<file path="config.mk">
export PLATFORM = sky130hd
export DESIGN_NAME = cmp_seq_ctrl
export DESIGN_NICKNAME = d
export VERILOG_FILES = /design/src/rtl/cmp_seq_ctrl.sv
export SDC_FILE = /design/constraint.sdc
export NUM_CORES = 1
export LEC_CHECK = 0
export ABC_AREA = 1
export ABC_CLOCK_PERIOD_IN_PS = 1600
export CAP_MARGIN = 20
export CORE_MARGIN = 2
export CORE_UTILIZATION = 53
export DETAILED_ROUTE_END_ITERATION = 10
export MAX_ROUTING_LAYER = met4
export PLACE_DENSITY = 0.79
export SLEW_MARGIN = 20
export SYNTH_ARGS = -nofsm -noshare
export SYNTH_HDL_FRONTEND = slang
export SYNTH_SLANG_ARGS = --single-unit
</file>
<file path="constraint.sdc">
create_clock -name clk -period 1.6 [get_ports clk]
set_input_delay 0.4 -clock clk [delete_from_list [all_inputs] [get_ports clk]]
set_output_delay 0.4 -clock clk [all_outputs]
set_load 0.02 [all_outputs]
</file>
<file path="src/rtl/cmp_seq_ctrl.sv">
// Sequential magnitude comparator: 2 bits per cycle, MSB slice first, via one compr_2.
// Build option CMP_SEQ_CTRL_EARLY_EXIT_EN ends the compare on the first differing slice.

module compr_2 (
  input  logic [1:0] x,
  input  logic [1:0] y,
  output logic       xgty,
  output logic       xlty,
  output logic       xeqy
);
  assign xgty = (x > y);
  assign xlty = (x < y);
  assign xeqy = (x == y);
endmodule

module cmp_seq_ctrl #(
  parameter int WIDTH = 8
) (
  input  logic             clk,
  input  logic             rst,
  input  logic             start,
  input  logic [WIDTH-1:0] a,
  input  logic [WIDTH-1:0] b,
  output logic             busy,
  output logic             done,
  output logic             xgty,
  output logic             xlty,
  output logic             xeqy
);
  localparam int SLICES = WIDTH / 2;
  localparam int CW     = $clog2(SLICES + 1);
`ifdef CMP_SEQ_CTRL_EARLY_EXIT_EN
  localparam bit EARLY = 1'b1;
`else
  localparam bit EARLY = 1'b0;
`endif

  typedef enum logic [1:0] {S_IDLE, S_RUN, S_DONE} state_t;

  state_t           r_state, w_state_next;
  logic [WIDTH-1:0] r_a, r_b, w_a_next, w_b_next;
  logic [CW-1:0]    r_cnt, w_cnt_next;
  logic             r_lat_gt, r_lat_lt, w_lat_gt_next, w_lat_lt_next;
  logic             r_xgty, r_xlty, r_xeqy, w_xgty_next, w_xlty_next, w_xeqy_next;
  logic             w_sgt, w_slt, w_seq, w_hit;

  compr_2 u_compr_2 (
    .x    (r_a[WIDTH-1 -: 2]),
    .y    (r_b[WIDTH-1 -: 2]),
    .xgty (w_sgt),
    .xlty (w_slt),
    .xeqy (w_seq)
  );

  // First differing slice decides the result; later slices cannot override it.
  assign w_hit = !w_seq && !(r_lat_gt || r_lat_lt);

  always_comb begin
    w_state_next  = r_state;
    w_a_next      = r_a;
    w_b_next      = r_b;
    w_cnt_next    = r_cnt;
    w_lat_gt_next = r_lat_gt;
    w_lat_lt_next = r_lat_lt;
    w_xgty_next   = r_xgty;
    w_xlty_next   = r_xlty;
    w_xeqy_next   = r_xeqy;
    case (r_state)
      S_IDLE: begin
        if (start) begin
          w_a_next      = a;
          w_b_next      = b;
          w_cnt_next    = CW'(SLICES);
          w_lat_gt_next = 1'b0;
          w_lat_lt_next = 1'b0;
          w_xgty_next   = 1'b0;
          w_xlty_next   = 1'b0;
          w_xeqy_next   = 1'b0;
          w_state_next  = S_RUN;
        end
      end
      S_RUN: begin
        if (w_hit) begin
          w_lat_gt_next = w_sgt;
          w_lat_lt_next = w_slt;
        end
        w_a_next   = r_a << 2;
        w_b_next   = r_b << 2;
        w_cnt_next = r_cnt - CW'(1);
        if ((r_cnt == CW'(1)) || (EARLY && w_hit)) begin
          w_state_next = S_DONE;
          w_xgty_next  = w_lat_gt_next;
          w_xlty_next  = w_lat_lt_next;
          w_xeqy_next  = !(w_lat_gt_next || w_lat_lt_next);
        end
      end
      S_DONE:  w_state_next = S_IDLE;
      default: w_state_next = S_IDLE;
    endcase
  end

  always_ff @(posedge clk) begin
    if (rst) begin
      r_state  <= S_IDLE;
      r_a      <= '0;
      r_b      <= '0;
      r_cnt    <= '0;
      r_lat_gt <= 1'b0;
      r_lat_lt <= 1'b0;
      r_xgty   <= 1'b0;
      r_xlty   <= 1'b0;
      r_xeqy   <= 1'b0;
    end else begin
      r_state  <= w_state_next;
      r_a      <= w_a_next;
      r_b      <= w_b_next;
      r_cnt    <= w_cnt_next;
      r_lat_gt <= w_lat_gt_next;
      r_lat_lt <= w_lat_lt_next;
      r_xgty   <= w_xgty_next;
      r_xlty   <= w_xlty_next;
      r_xeqy   <= w_xeqy_next;
    end
  end

  assign busy = (r_state != S_IDLE);
  assign done = (r_state == S_DONE);
  assign xgty = r_xgty;
  assign xlty = r_xlty;
  assign xeqy = r_xeqy;
endmodule
</file>
==> flow_metrics.env, run 1 <==
export IMPL_status="complete, no violations"
export IMPL_synthMuxAreaShare_pct=0
export IMPL_power_leakage_nw=0.652
export IMPL_fp_dieH_um=51.3
export IMPL_routabilityCongestion=0.858
export IMPL_io_buffers=23
export IMPL_wl_um=2350
export IMPL_slew_headroom_pct=86.0
export IMPL_grt_pass1_vias=940
export IMPL_hpwl_um=1700
export IMPL_finalSetupViolCount=0
export IMPL_critical_path_class="reg -> out"
export IMPL_hold_buffers=0
export IMPL_rows=17
export IMPL_synth_fa_ha_area_share_pct=4.21
export IMPL_finalCoreUtilization_pct=69.7
export IMPL_ant_nets=0
export IMPL_hold_path_class="reg -> reg"
export IMPL_fin_skew_ns=0.00771
export IMPL_io_pins=24
export IMPL_grt_max_degree=26
export IMPL_syn_instance_count=160
export IMPL_dr_first_iter_drc_count=25
export IMPL_max_freq_ghz=0.662
export IMPL_synth_top_family_by_area="simple AND/OR/NAND/NOR gates"
export IMPL_place_area_mm2=0.00147
export IMPL_power_total_mw=1.56
export IMPL_grt_antenna_before_repair=0
export IMPL_seq_area_frac_synth_pct=43.8
export IMPL_worstPathArrival_ns=1.11
export IMPL_timing_final_crit_share_pct=94.5
export IMPL_start_kind="flop"
export IMPL_via_count=1074
export IMPL_numCtsBuffers=3
export IMPL_path_max_fanout=2
export IMPL_htreeDepth=1
export IMPL_netlist_area_mm2=0.00119
export IMPL_track_usage_pct=20.9
export IMPL_pre_cts_slack_ns=-0.0170
export IMPL_area_growth_pct=27.4
export IMPL_tightest_slew_ns=0.209
export IMPL_drcViolationCount=0
export IMPL_syn_nets=183
export IMPL_vias_per_cell=5.04
export IMPL_end_kind="primary output"
export IMPL_p_per_area_mw_per_mm2=1030
export IMPL_yosysWarnings=0
export IMPL_cts_sinks=26
export IMPL_die_w_um=51.3
export IMPL_clk_pin_slew_ns=0.14
export IMPL_synth_xor_area_share_pct=0
export IMPL_fin_ws_ns=0.0884
export IMPL_core_mm2=0.00217
export IMPL_wl_per_cell_um=11.0
export IMPL_maxCapViolCount=0
export IMPL_start_util_pct=54.7
export IMPL_worstSkewPairLatency_ns=0.33
export IMPL_dr_pass1_iters=4
export IMPL_synthSimpleGateAreaFrac_pct=23.9
export IMPL_synth_compound_area_share_pct=17.9
export IMPL_design_area_mm2=0.00151
export IMPL_drv_slew=0
export IMPL_clock_root_buffer="clkbuf_4"
export IMPL_grt_remaining_overflow=0
export IMPL_max_vdd_ir_drop_v=0.000744
export IMPL_grt_pass1_wl_um=3970
export IMPL_period_needed_ns=1.51
export IMPL_final_nets=209
export IMPL_hold_viol_final=0
export IMPL_rsz0062_at_grt="no"
export IMPL_synth_cell_types=19
export IMPL_cp_data_required_time_ns=1.20
export IMPL_cts_path_max_buffers=2
export IMPL_cts_tree="built"
export IMPL_drive_gt1_share_pct=10.8
export IMPL_synth_seq_cells=26
export IMPL_syn_mean_instance_area_um2=7.42
export IMPL_antenna_diode_count=0
export IMPL_dieArea_mm2=0.00263
-- layout make-up --
cell class,count,area [um^2]
Clock buffer,3,22.5
Clock inverter,1,30.0
Fill cell,189,657
Inverter,18,70.1
Multi-Input combinational cell,109,549
Sequential cell,26,522
Tap cell,28,35.0
Timing Repair Buffer,28,284
-- report_power, final --
group | internal (mW) | switching, mW
Sequential | 0.712 | 0.0366
Clock | 0.254 | 0.193
Combinational | 0.160 | 0.201
Total | 1.13 | 0.431
-- cell usage in the layout, fill, tap and decap left out, drive strengths merged --
cell type / synthesis / layout
nor2: 5 / 5
dlygate4sd2: 0 / 3
o21ai: 13 / 13
nand3: 8 / 8
nand4: 2 / 2
clkdlybuf4s15: 0 / 1
inv: 18 / 18
clkbuf: 0 / 4
o21a: 1 / 1
nand2: 50 / 50
bufinv: 0 / 1
a31oi: 12 / 12
clkdlybuf4s50: 0 / 18
a21oi: 13 / 13
buf: 7 / 5
nor3: 1 / 1
dfxtp: 26 / 26
ha: 4 / 4
-- stage by stage --
step	hold WS, ns	std cells	setup TNS [ns]
floorplan	0.436	160	0
global placement	0.448	209	0
detailed placement	0.458	209	-0.0309
CTS	0.478	213	0
global route	0.503	213	0
finish	0.475	213	0
-- state kept, by name, indices dropped and copies added, names as in the netlist --
signal	count
xgty	1
r_lat_gt	1
r_b	8
xlty	1
r_a	8
r_cnt	3
r_lat_lt	1
xeqy	1
r_state	2
-- cells by family after synthesis --
logic type,Yosys count
and+or+nand+nor,66
AOI/OAI and AO/OA,39
DFF,26
buffers and inverters,25
adders and majority gates,4
-- routing by layer --
metal	part of all wire, %	track usage (%)	wire (um)	vias to the layer above
met5	0	-	0	-
met3	3.1	2.63	72	5
met4	2.3	10.5	53	0
met1	45	23.3	1070	471
met2	49	36.8	1160	21
li1	-	-	-	577
-- worst max-delay path, cell delays in order, from the launching register on --
cell and delay, ns:
dfxtp_1 0.35, nor2_2 0.12, inv_1 0.05, clkdlybuf4s15_1 0.27
-- worst paths after layout --
| kind | startpoint | to | cells past startpoint | slack (ns) |
|---|---|---|---|---|
| hold reg to reg | r_a[1] | r_a[1] | 2 | 0.48 |
| setup / recovery | r_state[1] | busy | 3 | 0.09 |
| setup reg to reg | r_state[1] | r_b[3] | 6 | 0.30 |
| hold / removal | r_a[1] | r_a[1] | 2 | 0.48 |
-- Yosys cell counts --
master   number  area share (%)
nand2_1      46              15
dfxtp_1      26              44
inv_1        14             4.4
a21oi_1      13             5.5
o21ai_0      13             5.5
a31oi_1      12             6.3
nand3_1       8             3.4
nor2_1        5             1.6
buf_2         4             1.7
ha_1          4             4.2
inv_2         3            0.95
buf_6         2             1.9
nand2_2       2             1.1
nand2_4       2             1.9
nand4_1       2             1.1
buf_4         1            0.63
inv_4         1            0.53
nor3_1        1            0.42
o21a_1        1            0.63
-- timing repair --
item	in CTS	in global routing
gates resized for setup	6	4
setup endpoints to repair	5	2
buffers inserted	0	0
No activity file was read; power rests on OpenSTA's default activity.
==> run 2: changes to the inputs <==
--- a/config.mk
+++ b/config.mk
@@ -12,7 +12,7 @@
 export CORE_UTILIZATION = 53
 export DETAILED_ROUTE_END_ITERATION = 10
 export MAX_ROUTING_LAYER = met4
-export PLACE_DENSITY = 0.79
+export PLACE_DENSITY = 0.83
 export SLEW_MARGIN = 20
 export SYNTH_ARGS = -nofsm -noshare
 export SYNTH_HDL_FRONTEND = slang
==> flow_metrics.env, run 2 (synthesis gave the netlist of run 1 again) <==
export IMPL_start_kind="flop"
export IMPL_layout_commonest_cell="nand2_1"
export IMPL_intPower_mw=1.01
export IMPL_drive_gt1_share_pct=10.8
export IMPL_wl_um=2540
export IMPL_power_total_mw=1.45
export IMPL_cp_data_required_time_ns=1.20
export IMPL_p_switching_uw=439
export IMPL_dieArea_mm2=0.00263
export IMPL_core_mm2=0.00217
export IMPL_period_needed_ns=1.44
export IMPL_critical_path_class="reg -> out"
export IMPL_max_vdd_ir_drop_v=0.000611
export IMPL_htreeDepth=1
export IMPL_wl_per_cell_um=11.9
export IMPL_clock_root_buffer="clkbuf_4"
export IMPL_status="complete, no violations"
export IMPL_final_nets=209
export IMPL_numCtsBuffers=3
export IMPL_combPwrFrac_pct=25.3
export IMPL_maxCapViolCount=0
export IMPL_power_leakage_nw=0.645
export IMPL_timing_final_crit_share_pct=90.2
export IMPL_p_per_area_mw_per_mm2=973
export IMPL_fp_dieH_um=51.3
export IMPL_drcViolationCount=0
export IMPL_tightest_slew_ns=0.221
export IMPL_start_util_pct=54.7
export IMPL_grt_antenna_before_repair=0
export IMPL_pre_cts_slack_ns=-0.0293
export IMPL_worstSkewPairLatency_ns=0.32
export IMPL_finalSetupViolCount=0
export IMPL_nFillCells=196
export IMPL_postCtsSetupRepairBufs=0
export IMPL_worstPathArrival_ns=1.04
export IMPL_area_growth_pct=25.4
export IMPL_dp_cells=209
export IMPL_routabilityCongestion=0.798
export IMPL_clkPwrFrac_pct=23.2
export IMPL_grt_remaining_overflow=0
export IMPL_drv_slew=0
export IMPL_cts_sinks=26
export IMPL_seqCellArea_um2=522
export IMPL_multi_input_area_um2=547
export IMPL_vias_per_cell=5.20
export IMPL_die_w_um=51.3
export IMPL_track_usage_pct=22.6
export IMPL_rrSetupSlack_ns=0.33
export IMPL_grt_pass1_wl_um=4370
export IMPL_layout_common_cells="46 x nand2_1, 25 x dfxtp_1, 18 x clkdlybuf4s50_1"
export IMPL_swShare_pct=30.3
export IMPL_antenna_diode_count=0
export IMPL_io_pins=24
export IMPL_hold_viol_final=0
export IMPL_rsz0062_at_grt="no"
export IMPL_end_kind="primary output"
export IMPL_via_count=1107
export IMPL_io_buffers=23
export IMPL_cts_path_max_buffers=2
export IMPL_max_freq_ghz=0.693
export IMPL_dr_pass1_iters=4
export IMPL_instances_no_fill=213
export IMPL_ant_nets=0
export IMPL_fin_skew_ns=0.00446
export IMPL_grt_max_degree=30
export IMPL_path_max_fanout=3
export IMPL_rows=17
export IMPL_fin_ws_ns=0.157
export IMPL_slew_headroom_pct=85.3
export IMPL_cts_tree="built"
export IMPL_dr_first_iter_drc_count=16
export IMPL_hold_path_class="reg -> reg"
export IMPL_seqPwrFrac_pct=51.6
export IMPL_reg_top3="r_a: 8 flops, r_b: 8 flops, r_cnt: 3 flops"
export IMPL_clk_pin_slew_ns=0.14
export IMPL_hpwl_um=1900
export IMPL_grt_pass1_vias=1071
-- run 2: per-layer routing --
layer | track usage, % | wire, um | up-vias
met5 | - | 0 | -
met4 | 8.33 | 38 | 0
met3 | 3.51 | 83 | 5
met2 | 41.1 | 1280 | 20
met1 | 24.9 | 1140 | 504
li1 | - | - | 578
-- run 2: cell type report --
type                       instances  share of cell area, %
tap                               28                   2.35
multi-input combinational        109                   36.7
inverter                          18                   4.71
sequential                        26                   35.0
clock buffer                       4                   2.44
timing repair buffer              28                   18.7
-- run 2: worst max-delay path: stages, from the launching register on --
cell and delay (ns):
dfxtp_1 0.37, inv_2 0.07, nor2_1 0.11, buf_2 0.17
-- run 2: worst paths after layout --
kind,cells past startpoint,start,endpoint
min,2,r_a[0],r_a[0]
min reg2reg,2,r_a[0],r_a[0]
max,3,r_state[1],done
max reg2reg,7,r_state[1],r_cnt[2]
-- run 2: power by group through the flow --
stage               registers (mW)  logic [mW]  clock network (mW)
floorplan                    0.764       0.237                   0
global placement             0.759       0.361                   0
detailed placement           0.761       0.375                   0
CTS                          0.747       0.368               0.344
global route                 0.756       0.418               0.372
finish                       0.748       0.366               0.336
-- run 2: repair_timing --
action,in CTS,in global routing
gates cloned,0,0
hold buffers,0,0
resized for setup,8,3
setup endpoints to repair,5,2
-- run 2: metrics by stage --
stage | util (%) | hold slack [ns] | setup TNS [ns] | instance area, um^2
2_1_floorplan | - | 0.436 | 0 | 1190
3_5_place_dp | 67.5 | 0.463 | -0.0382 | 1470
3_3_place_gp | 67.5 | 0.458 | 0 | 1470
6_report | 68.6 | 0.482 | 0 | 1490
4_1_cts | 69.1 | 0.480 | 0 | 1500
5_1_grt | 68.6 | 0.504 | 0 | 1490
==> run 3: changes to the inputs <==
--- a/config.mk
+++ b/config.mk
@@ -7,12 +7,12 @@
 export LEC_CHECK = 0
 export ABC_AREA = 1
 export ABC_CLOCK_PERIOD_IN_PS = 1600
-export CAP_MARGIN = 20
+export CAP_MARGIN = 5
 export CORE_MARGIN = 2
-export CORE_UTILIZATION = 53
+export CORE_UTILIZATION = 43
 export DETAILED_ROUTE_END_ITERATION = 10
 export MAX_ROUTING_LAYER = met4
-export PLACE_DENSITY = 0.83
+export PLACE_DENSITY = 0.7
 export SLEW_MARGIN = 20
 export SYNTH_ARGS = -nofsm -noshare
 export SYNTH_HDL_FRONTEND = slang
==> flow_metrics.env, run 3 (synthesis gave the netlist of run 1 again) <==
export IMPL_cts_tree="built"
export IMPL_wl_per_cell_um=11.7
export IMPL_startpoint="r_state[0]"
export IMPL_grt_pass1_vias=1116
export IMPL_cts_sinks=26
export IMPL_worst_hold_slack_ns=0.469
export IMPL_maxCapViolCount=0
export IMPL_p_per_area_mw_per_mm2=1030
export IMPL_layout_commonest_cell="nand2_1"
export IMPL_area_growth_pct=29.6
export IMPL_place_area_mm2=0.00150
export IMPL_status="complete, no violations"
export IMPL_rows=19
export IMPL_finalCoreUtilization_pct=57.3
export IMPL_grt_remaining_overflow=0
export IMPL_core_mm2=0.00269
export IMPL_numCtsBuffers=3
export IMPL_cp_data_required_time_ns=1.20
export IMPL_setup_tns_ns=0
export IMPL_r2r_end="r_b[7]"
export IMPL_start_util_pct=44.2
export IMPL_max_freq_ghz=0.696
export IMPL_nFillCells=250
export IMPL_routabilityCongestion=0.824
export IMPL_hold_viol_final=0
export IMPL_period_needed_ns=1.44
export IMPL_io_pins=24
export IMPL_clock_root_buffer="clkbuf_4"
export IMPL_grt_pass1_wl_um=4510
export IMPL_dr_pass1_iters=4
export IMPL_layout_common_cells="46 x nand2_1, 25 x dfxtp_1, 18 x clkdlybuf4s50_1"
export IMPL_drive_gt1_share_pct=12.7
export IMPL_crit_end="busy"
export IMPL_finalSetupViolCount=0
export IMPL_final_nets=213
export IMPL_hold_path_class="reg -> reg"
export IMPL_max_vdd_ir_drop_v=0.000657
export IMPL_dieArea_mm2=0.00320
export IMPL_die_w_um=56.6
export IMPL_design_area_mm2=0.00154
export IMPL_tightest_slew_ns=0.235
export IMPL_fin_skew_ns=0.00351
export IMPL_grt_antenna_before_repair=0
export IMPL_htreeDepth=1
export IMPL_dr_first_iter_drc_count=25
export IMPL_via_count=1139
export IMPL_rrSetupSlack_ns=0.30
export IMPL_worstSkewPairLatency_ns=0.34
export IMPL_slew_headroom_pct=84.2
export IMPL_fin_ws_ns=0.163
export IMPL_cts_path_max_buffers=2
export IMPL_wl_um=2580
export IMPL_rsz0062_at_grt="no"
export IMPL_ff2ff_path_depth=6
export IMPL_timing_final_crit_share_pct=89.8
export IMPL_drcViolationCount=0
export IMPL_ant_nets=0
export IMPL_postCtsSetupRepairBufs=0
export IMPL_clk_pin_slew_ns=0.14
export IMPL_drv_slew=0
export IMPL_hpwl_um=1920
export IMPL_critical_path_class="reg -> out"
export IMPL_instances_no_fill=220
export IMPL_vias_per_cell=5.18
export IMPL_end_kind="primary output"
export IMPL_power_leakage_nw=0.670
export IMPL_io_buffers=23
export IMPL_power_total_mw=1.59
export IMPL_worstPathArrival_ns=1.04
export IMPL_start_kind="flop"
export IMPL_grt_max_degree=18
export IMPL_antenna_diode_count=0
export IMPL_r2r_start="r_state[1]"
export IMPL_reg_top3="r_a: 8 flops, r_b: 8 flops, r_cnt: 3 flops"
export IMPL_path_max_fanout=3
export IMPL_track_usage_pct=18.3
export IMPL_fp_dieH_um=56.6
export IMPL_dp_cells=216
export IMPL_pre_cts_slack_ns=-0.00367
==> run 3: cell count changes in the layout (fill, tap and decap cells not counted) <==
cell and change:
clkbuf_8 -1, buf_4 +4, clkbuf_2 +1, buf_2 -1
bufinv_16 +1
==> run 3: area by class of cell <==
class	instances	area, um^2	area share (%)
clock buffers	3	22.5	1.46
clock inverters	1	30.0	1.95
inverters	18	70.1	4.55
multi-input cells	109	547	35.5
flip-flops and latches	26	522	33.9
well taps	31	38.8	2.52
repair buffers	32	309	20.1
==> run 3: how the worst min path moves through the flow <==
stage,from,endpoint,slack [ns],cells past startpoint
4_1_cts,r_a[1],r_a[1],0.47,2
3_5_place_dp,r_a[1],r_a[1],0.45,2
3_3_place_gp,r_a[1],r_a[1],0.45,2
2_1_floorplan,r_a[0],r_a[0],0.44,2
6_report,r_a[1],r_a[1],0.47,2
5_1_grt,r_b[0],r_b[0],0.50,2
==> run 3: report_power, final <==
group | switching, mW | total (mW) | internal (mW)
clock network | 0.211 | 0.465 | 0.254
registers | 0.0356 | 0.748 | 0.712
logic | 0.209 | 0.379 | 0.170
==> run 3: repair_timing <==
item                                    in CTS  in global routing
hold buffers                                 0                  0
gates resized for setup                      7                  3
endpoints found under the setup margin       5                  2
==> run 3: per-layer routing <==
layer / share of wire, % / track usage, % / vias to the layer above
li1: - / - / 588
met1: 45 / 19.9 / 504
met2: 47 / 31.4 / 38
met3: 5.3 / 4.15 / 9
met4: 3.0 / 8.84 / 0
met5: 0 / - / -
==> run 3: critical path: stages (launching register included) <==
cell,delay [ns]
dfxtp_2,0.37
nor2_1,0.13
inv_1,0.06
clkbuf_2,0.15
